<file path="src/rtl/control_unit_pkg.sv">
// Shared control-unit encodings: next-state source selects, condition selects
// and the fixed microstore entry points.
package control_unit_pkg;

  typedef enum logic [1:0] {
    SEL_ENCODER = 2'b00,
    SEL_FETCH   = 2'b01,
    SEL_BRANCH  = 2'b10,
    SEL_WAIT    = 2'b11
  } sel_e;

  typedef enum logic [2:0] {
    COND_FALSE = 3'b000,
    COND_TRUE  = 3'b001,
    COND_MOC   = 3'b010,
    COND_CC    = 3'b011,
    COND_Z     = 3'b100,
    COND_NFLAG = 3'b101,
    COND_C     = 3'b110,
    COND_V     = 3'b111
  } cond_e;

  localparam int FETCH_STATE = 1;
  localparam int RESET_STATE = 0;

endpackage

</file>
<file path="src/rtl/microseq_cond_sel.sv">
// 8:1 branch-condition mux with optional inversion; purely combinational.
module microseq_cond_sel
  import control_unit_pkg::*;
(
  input  logic [2:0] N,
  input  logic       inv,
  input  logic       moc,
  input  logic       cond,
  input  logic [3:0] flags,
  output logic       sts
);

  logic raw;

  // flags is packed {Z, N, C, V}
  always_comb begin
    raw = 1'b0;
    case (N)
      COND_FALSE: raw = 1'b0;
      COND_TRUE:  raw = 1'b1;
      COND_MOC:   raw = moc;
      COND_CC:    raw = cond;
      COND_Z:     raw = flags[3];
      COND_NFLAG: raw = flags[2];
      COND_C:     raw = flags[1];
      COND_V:     raw = flags[0];
      default:    raw = 1'b0;
    endcase
  end

  assign sts = raw ^ inv;

endmodule

</file>
<file path="src/rtl/microsequencer.sv">
// Microprogram sequencer: registered control-state address with encoder,
// fetch, conditional branch and conditional wait sources plus a stall watchdog.
module microsequencer
  import control_unit_pkg::*;
#(
  parameter int                 STATE_W     = 10,
  parameter int                 STALL_LIMIT = 255,
  parameter logic [STATE_W-1:0] FAULT_STATE = 10'd1023
) (
  input  logic               clk,
  input  logic               reset,
  input  logic [STATE_W-1:0] cr,
  input  logic [2:0]         N,
  input  logic               inv,
  input  logic [1:0]         select,
  input  logic [STATE_W-1:0] encoder_state,
  input  logic               moc,
  input  logic               cond,
  input  logic [3:0]         flags,
  output logic [STATE_W-1:0] current_state,
  output logic               fault
);

  localparam int CNT_W = (STALL_LIMIT < 1) ? 1 : $clog2(STALL_LIMIT + 1);
  localparam logic [CNT_W-1:0] CNT_LIMIT = CNT_W'(STALL_LIMIT);

  logic [STATE_W-1:0] state_reg, state_next, state_inc;
  logic [CNT_W-1:0]   stall_cnt_reg, stall_cnt_next;
  logic               fault_reg, fault_next;
  logic               sts, hold, timeout;

  microseq_cond_sel u_cond_sel (
    .N     (N),
    .inv   (inv),
    .moc   (moc),
    .cond  (cond),
    .flags (flags),
    .sts   (sts)
  );

  assign state_inc = state_reg + STATE_W'(1);
  assign hold      = (select == SEL_WAIT) && !sts;
  assign timeout   = hold && (stall_cnt_reg == CNT_LIMIT);

  always_comb begin
    state_next = state_reg;
    case (select)
      SEL_ENCODER: state_next = encoder_state;
      SEL_FETCH:   state_next = STATE_W'(FETCH_STATE);
      SEL_BRANCH:  state_next = sts ? cr : state_inc;
      SEL_WAIT:    state_next = sts ? state_inc : state_reg;
      default:     state_next = state_reg;
    endcase
    // A stalled wait that has exhausted its budget overrides every source.
    if (timeout) begin
      state_next = FAULT_STATE;
    end
  end

  always_comb begin
    stall_cnt_next = '0;
    if (hold && !timeout) begin
      stall_cnt_next = stall_cnt_reg + CNT_W'(1);
    end
    fault_next = fault_reg | timeout;
  end

  always_ff @(posedge clk) begin
    if (reset) begin
      state_reg     <= STATE_W'(RESET_STATE);
      stall_cnt_reg <= '0;
      fault_reg     <= 1'b0;
    end else begin
      state_reg     <= state_next;
      stall_cnt_reg <= stall_cnt_next;
      fault_reg     <= fault_next;
    end
  end

  assign current_state = state_reg;
  assign fault         = fault_reg;

endmodule

</file>
<file path="config.mk">
export PLATFORM = sky130hd
export DESIGN_NAME = microsequencer
export DESIGN_NICKNAME = d
export VERILOG_FILES = /design/src/rtl/control_unit_pkg.sv /design/src/rtl/microseq_cond_sel.sv /design/src/rtl/microsequencer.sv
export SDC_FILE = /design/constraint.sdc
export NUM_CORES = 1
export LEC_CHECK = 0
export ABC_CLOCK_PERIOD_IN_PS = 2800
export CORE_UTILIZATION = 48
export CTS_CLUSTER_DIAMETER = 60
export DETAILED_ROUTE_END_ITERATION = 10
export PLACE_DENSITY_LB_ADDON = 0.3
export SLEW_MARGIN = 20
export SYNTH_ARGS = -nofsm -noshare
export SYNTH_HDL_FRONTEND = slang
export SYNTH_HIERARCHICAL = 1
export SYNTH_SLANG_ARGS = --single-unit
</file>
<file path="constraint.sdc">
create_clock -name clk -period 2.8 [get_ports clk]
set_input_delay 0.42 -clock clk [delete_from_list [all_inputs] [get_ports clk]]
set_output_delay 0.42 -clock clk [all_outputs]
set_load 0.005 [all_outputs]
</file>
# Word level (Yosys, flattened, before mapping)
# Cells that the tools add are included.
[totals]
register_bits = 19
output_inout_bits = 11
[op_classes]
n_addsub = 2
eq_ne = 12
n_mux = 5
n_bitwise = 3
reduce_logical = 8
[op_table]
columns = ["cell", "count"]
rows = [
  ["case mux 10 bit (4 select lines)", 1],
  ["two-way mux 10 bit", 3],
  ["equality test 3 bit, second input constant", 4],
  ["adder 10 x 1 -> 10 bit, second input constant", 1],
  ["adder 8 x 1 -> 8 bit, second input constant", 1],
  ["equality test 8 bit, second input constant", 1],
  ["case mux 1 bit (8 select lines)", 1],
  ["equality test 3 x 2 -> 1 bit, second input constant", 2],
  ["equality test 2 bit, second input constant", 2],
  ["equality test 3 x 1 -> 1 bit, second input constant", 1],
  ["logical AND 1 bit", 3],
  ["logical NOT 3 bit", 1],
  ["inequality test 3 bit, second input constant", 1],
  ["equality test 2 x 1 -> 1 bit, second input constant", 1],
  ["logical NOT 1 bit", 2],
  ["logical NOT 2 bit", 1],
  ["OR reduction 2 bit", 1],
  ["NOT 1 bit", 1],
  ["bitwise OR 1 bit", 1],
  ["XOR 1 bit", 1],
]

# Logic depth before layout (Yosys ltp)
[depth]
word_depth = 10
mapped_depth = 10
mapped_depth_nobuf = 7

# Modules after synthesis
# Netlist, hierarchy kept.
[modules_own_cells]
columns = ["mod", "instances", "cells_each", "area_per_inst_um2"]
rows = [
  ["microsequencer", 1, 149, 1196.1],
  ["microseq_cond_sel", 1, 14, 116.4],
]

# Worst setup path after synthesis
# OpenSTA, ideal clock, no wires.
[synth_timing]
path_kind = "input to register"
start = "in N[1]"
end = "reg state_reg[5], in the netlist current_state[5]"
setup_time_ns = 0.103
t_arrival_ns = 1.977
t_required_ns = 2.697
setup_slack_ns = 0.719
stages = 10
path_buffers = 3
path_cell_list = "mux2i_1 -> mux2i_1 -> nor4b_2 -> buf_4 -> and3b_1 -> buf_6 -> o21ai_4 -> buf_8 -> o21ai_2 -> a2111oi_2"
[synth_via]
elab_chain_cells = 7
elab_cells_between_ends = 17
classes_between = "eq/ne: 8; mux: 4; bitwise: 1; reduce/logical: 4"
[synth_lines]
columns = ["item", "line_no", "text"]
rows = [
  ["start, declared", "microsequencer.sv:13", "input logic [2:0] N,"],
  ["equality test 3 bit, or another cell as far along", "microseq_cond_sel.sv:18", "case (N)"],
  ["case mux 1 bit (8 select lines) (*)", "microseq_cond_sel.sv:18", ""],
  ["XOR 1 bit (*)", "microseq_cond_sel.sv:31", "assign sts = raw ^ inv;"],
  ["net sts", "microsequencer.sv:30", "logic sts, hold, timeout;"],
  ["parallel branches: the longest is 4 deep, another holds two-way mux 10 bit", "--", ""],
  ["end signal, assigned", "microsequencer.sv:70", "state_reg <= STATE_W'(RESET_STATE);"],
  ["end signal, assigned", "microsequencer.sv:74", "state_reg <= state_next;"],
  ["end, declared", "microsequencer.sv:27", "logic [STATE_W-1:0] state_reg, state_next, state_inc;"],
]
# Mark *: on every way through the listed nets, which the timed path passes.
# A chain may end at the register's enable or synchronous reset.

# Worst setup path after layout
[layout_timing]
start = "in N[1]"
end = "reg state_reg[0], in the netlist current_state[0]"
# The elaborated chain is that of the path after synthesis.

==> reports/summary.md <==
• 0.11 ns — clock-pin slew of the registers on the worst-case setup and hold paths
• 0 — GRT overflow
• 2 — number of buffers and inverters on the critical path
• 54.3 µm — die height
• 163 — Post-Synthesis Cells
• 50 — post-synthesis cell type count
• 45 — I/O Pins
• 17 — maximum number of pins on one net before global-route repair
• 6.34% — share of post-route cells with drive strength above 1
• 0 — remaining number of nets flagged by the antenna check after routing
• no — unrepaired setup endpoints after global routing
• 2.39 ns — final critical path time including I/O delays and setup
• 0.00252 mm² — placeable core region
• primary input to register — category of the most critical setup path
• 3 — TritonCTS Buffers
• mux2i_1 — most numerous cell on the critical path
• 1 — number of H-tree levels
• 0.54 ns — maximum single-stage delay on the critical path
• 19 — clk sinks
• 0 — Antenna Diode Count
• 0.627 nW — Static Leakage
• 2610 µm — post-detailed-placement half-perimeter wirelength
• 6 — synth warn
• 10 — flip-flop count of the largest register, all copies and words added
• 0 — max-capacitance violation count
• 242 — post-layout net count
• 199 — synthesized netlist net count
• 13 — CP max FO
• clkdlybuf4s50_1 — slowest CP cell
• 29.0% — sequential share of the synthesized area
• 0 — number of max-slew violations in the final report
• primary input — kind of start point of the critical path
• 52.0% — Starting Density
• 9 — total stage count of the critical path
• yes — CTS tree
• 5430 µm — global-route wire length before repair
• 0.00201 ns — Clock Skews
• 85.4% — ratio of final minimum period to clock period
• 2 — maximum clock insertion buffer count
• 0.00295 mm² — Die Footprint
• 0.905 — Final Wtd Congestion
• 51 — violation count after the first detailed-routing iteration
• 0.371 mV — Max IR drop VDD
• 0.30 ns — clock latency on the worst-skew pair
• 0 — initial antenna violation count
• 6.01 — via density per instance
• 1412 — via total after detailed routing
• buffers and inverters — crit-path leading delay family
• 0 — cts repair resizes
• 3400 µm — aggregate routed wire length
• 0.408 ns — Final Worst Setup Slack
• clkdlybuf4s50_1 -> mux2i_1 -> mux2i_1 -> nor4b_2 -> buf_4 -> xnor2_1 -> o2bb2ai_1 -> a211oi_1 -> o21a_1 — cell breakdown of the critical path
• 18 — cell row count
• register — CP Capture Type
• completed — result of the run
• 0.000642 W — power after layout
• dfxtp_1 — top_reg_cell synth
• 5 — path depth of the worst reg2reg path
• 0.102 ns — worst slack at placement
• 0.540 ns — slew at the pin with the worst max-slew slack
• 0.00131 mm² — post-synth design cell area
• 0 — number of buffers inserted for hold repair after clock tree synthesis
• 19 — register bit total from synthesis
• 8.05 µm² — average size of a mapped cell
• 1271 — number of global-route vias before repair
• 0% — async set or reset register ratio after synthesis
• 1 — hold-critical path depth
• 63.9% — worst max-slew margin expressed relative to the limit
• 0 — Remaining DRCs
• 361 mW/mm² — cell area power density
• 0 ns — final sum of negative setup slack
• 54.3 µm — width of the chip
• 2.64 ns — Arrival @ worst endpoint
• 44 — number of buffer cells added on primary ports
• 0 — post-CTS setup buffers
• 4 — Initial DRT Pass Iterations
• register to register — classification of the worst-slack hold path
• 0 — number of enable flip-flop cells after synthesis
• 3.05 ns — CP required
• 25.3% — aggregate global-route resource usage
• 0 — Final setup violation count
• 35.6% — Area growth syn-to-layout
• 14.5 µm — wire length per cell after detailed routing
• 0.418 GHz — achievable clock frequency
• clkbuf_4 — root buffer selected by CTS
• 0 — Hold Fails Final Rpt
[where the power goes]
| part | leakage [nW] | switching (W) | total [W] | internal [W] |
|---|---|---|---|---|
| combinational | 0.456 | 0.0000816 | 0.000194 | 0.000112 |
| clock | 0.0150 | 0.0000859 | 0.000141 | 0.0000555 |
| sequential | 0.155 | 0.0000226 | 0.000307 | 0.000284 |
| total | 0.627 | 0.000190 | 0.000642 | 0.000452 |
[synth_stat cells, types with 4 or more instances]
cell type / n / area (µm²)
xnor2_1: 6 / 52.6
nand4_1: 5 / 31.3
mux2i_1: 4 / 40.0
nand3_1: 9 / 45.0
o21ai_0: 5 / 25.0
nor3_1: 4 / 20.0
inv_1: 9 / 33.8
nand2b_1: 5 / 31.3
a21oi_1: 17 / 85.1
o21a_1: 4 / 30.0
nor2_1: 16 / 60.1
xor2_1: 4 / 35.0
nand2_1: 4 / 15.0
dfxtp_1: 19 / 380
[kinds of logic after synthesis]
family,after synthesis,synth area share (%)
AND/OR/NAND/NOR,58,24.6
multiplexers,4,3.05
AO/OA/AOI/OAI,52,27.6
buffers and inverters,18,7.15
adder cells (fa/ha/maj),2,1.91
flip-flops,19,29.0
XOR/XNOR,10,6.67
[metal layers]
layer	track usage, %	vias to the layer above	wire length, µm
met5	0	-	0
met4	4.27	0	7
met3	6.39	2	282
met2	46.1	71	1650
met1	29.9	652	1460
li1	-	687	-
[final cells by class]
class                           instances  area [µm²]
Timing Repair Buffer                   47         463
Multi-Input combinational cell        126         838
Clock buffer                            4        26.3
Inverter                                9        33.8
Fill cell                             216         743
Tap cell                               30        37.5
Sequential cell                        19         380
[worst reg2reg max path, cell delays in order (launching register included)]
cell      delay [ns]
dfxtp_1         0.49
ha_1            0.30
nand4_1         0.21
or3_1           0.37
a221oi_1        0.28
nor3_1          0.08
[through the flow]
stage	cells	hold WS [ns]	cell area [µm²]	utilization [%]
after global placement	231	0.445	1750	69.5
after detailed placement	231	0.483	1750	69.5
final	235	0.493	1780	70.5
after global routing	235	0.516	1780	70.5
after floorplan	163	0.426	1310	-
after CTS	235	0.500	1780	70.5
[placed cells by master (no fill, tap or decap), types with 4 or more instances in the layout]
cell type        count
nand2b_1             5
nor2_1              16
clkdlybuf4s50_1     44
nand3_1              9
nand2_1              4
nand4_1              5
nor3_1               4
a21oi_1             17
mux2i_1              4
o21a_1               4
xor2_1               4
o21ai_0              5
xnor2_1              6
dfxtp_1             19
inv_1                9
[final timing paths]
path	start	end	slack, ns
worst min register to register	stall_cnt_reg[0]	stall_cnt_reg[0]	0.49
worst min-delay path	stall_cnt_reg[0]	stall_cnt_reg[0]	0.49
worst max-delay path	N[1]	current_state[0]	0.41
worst max register to register	current_state[0]	current_state[6]	0.97
Power figures use the tool's default switching activity.
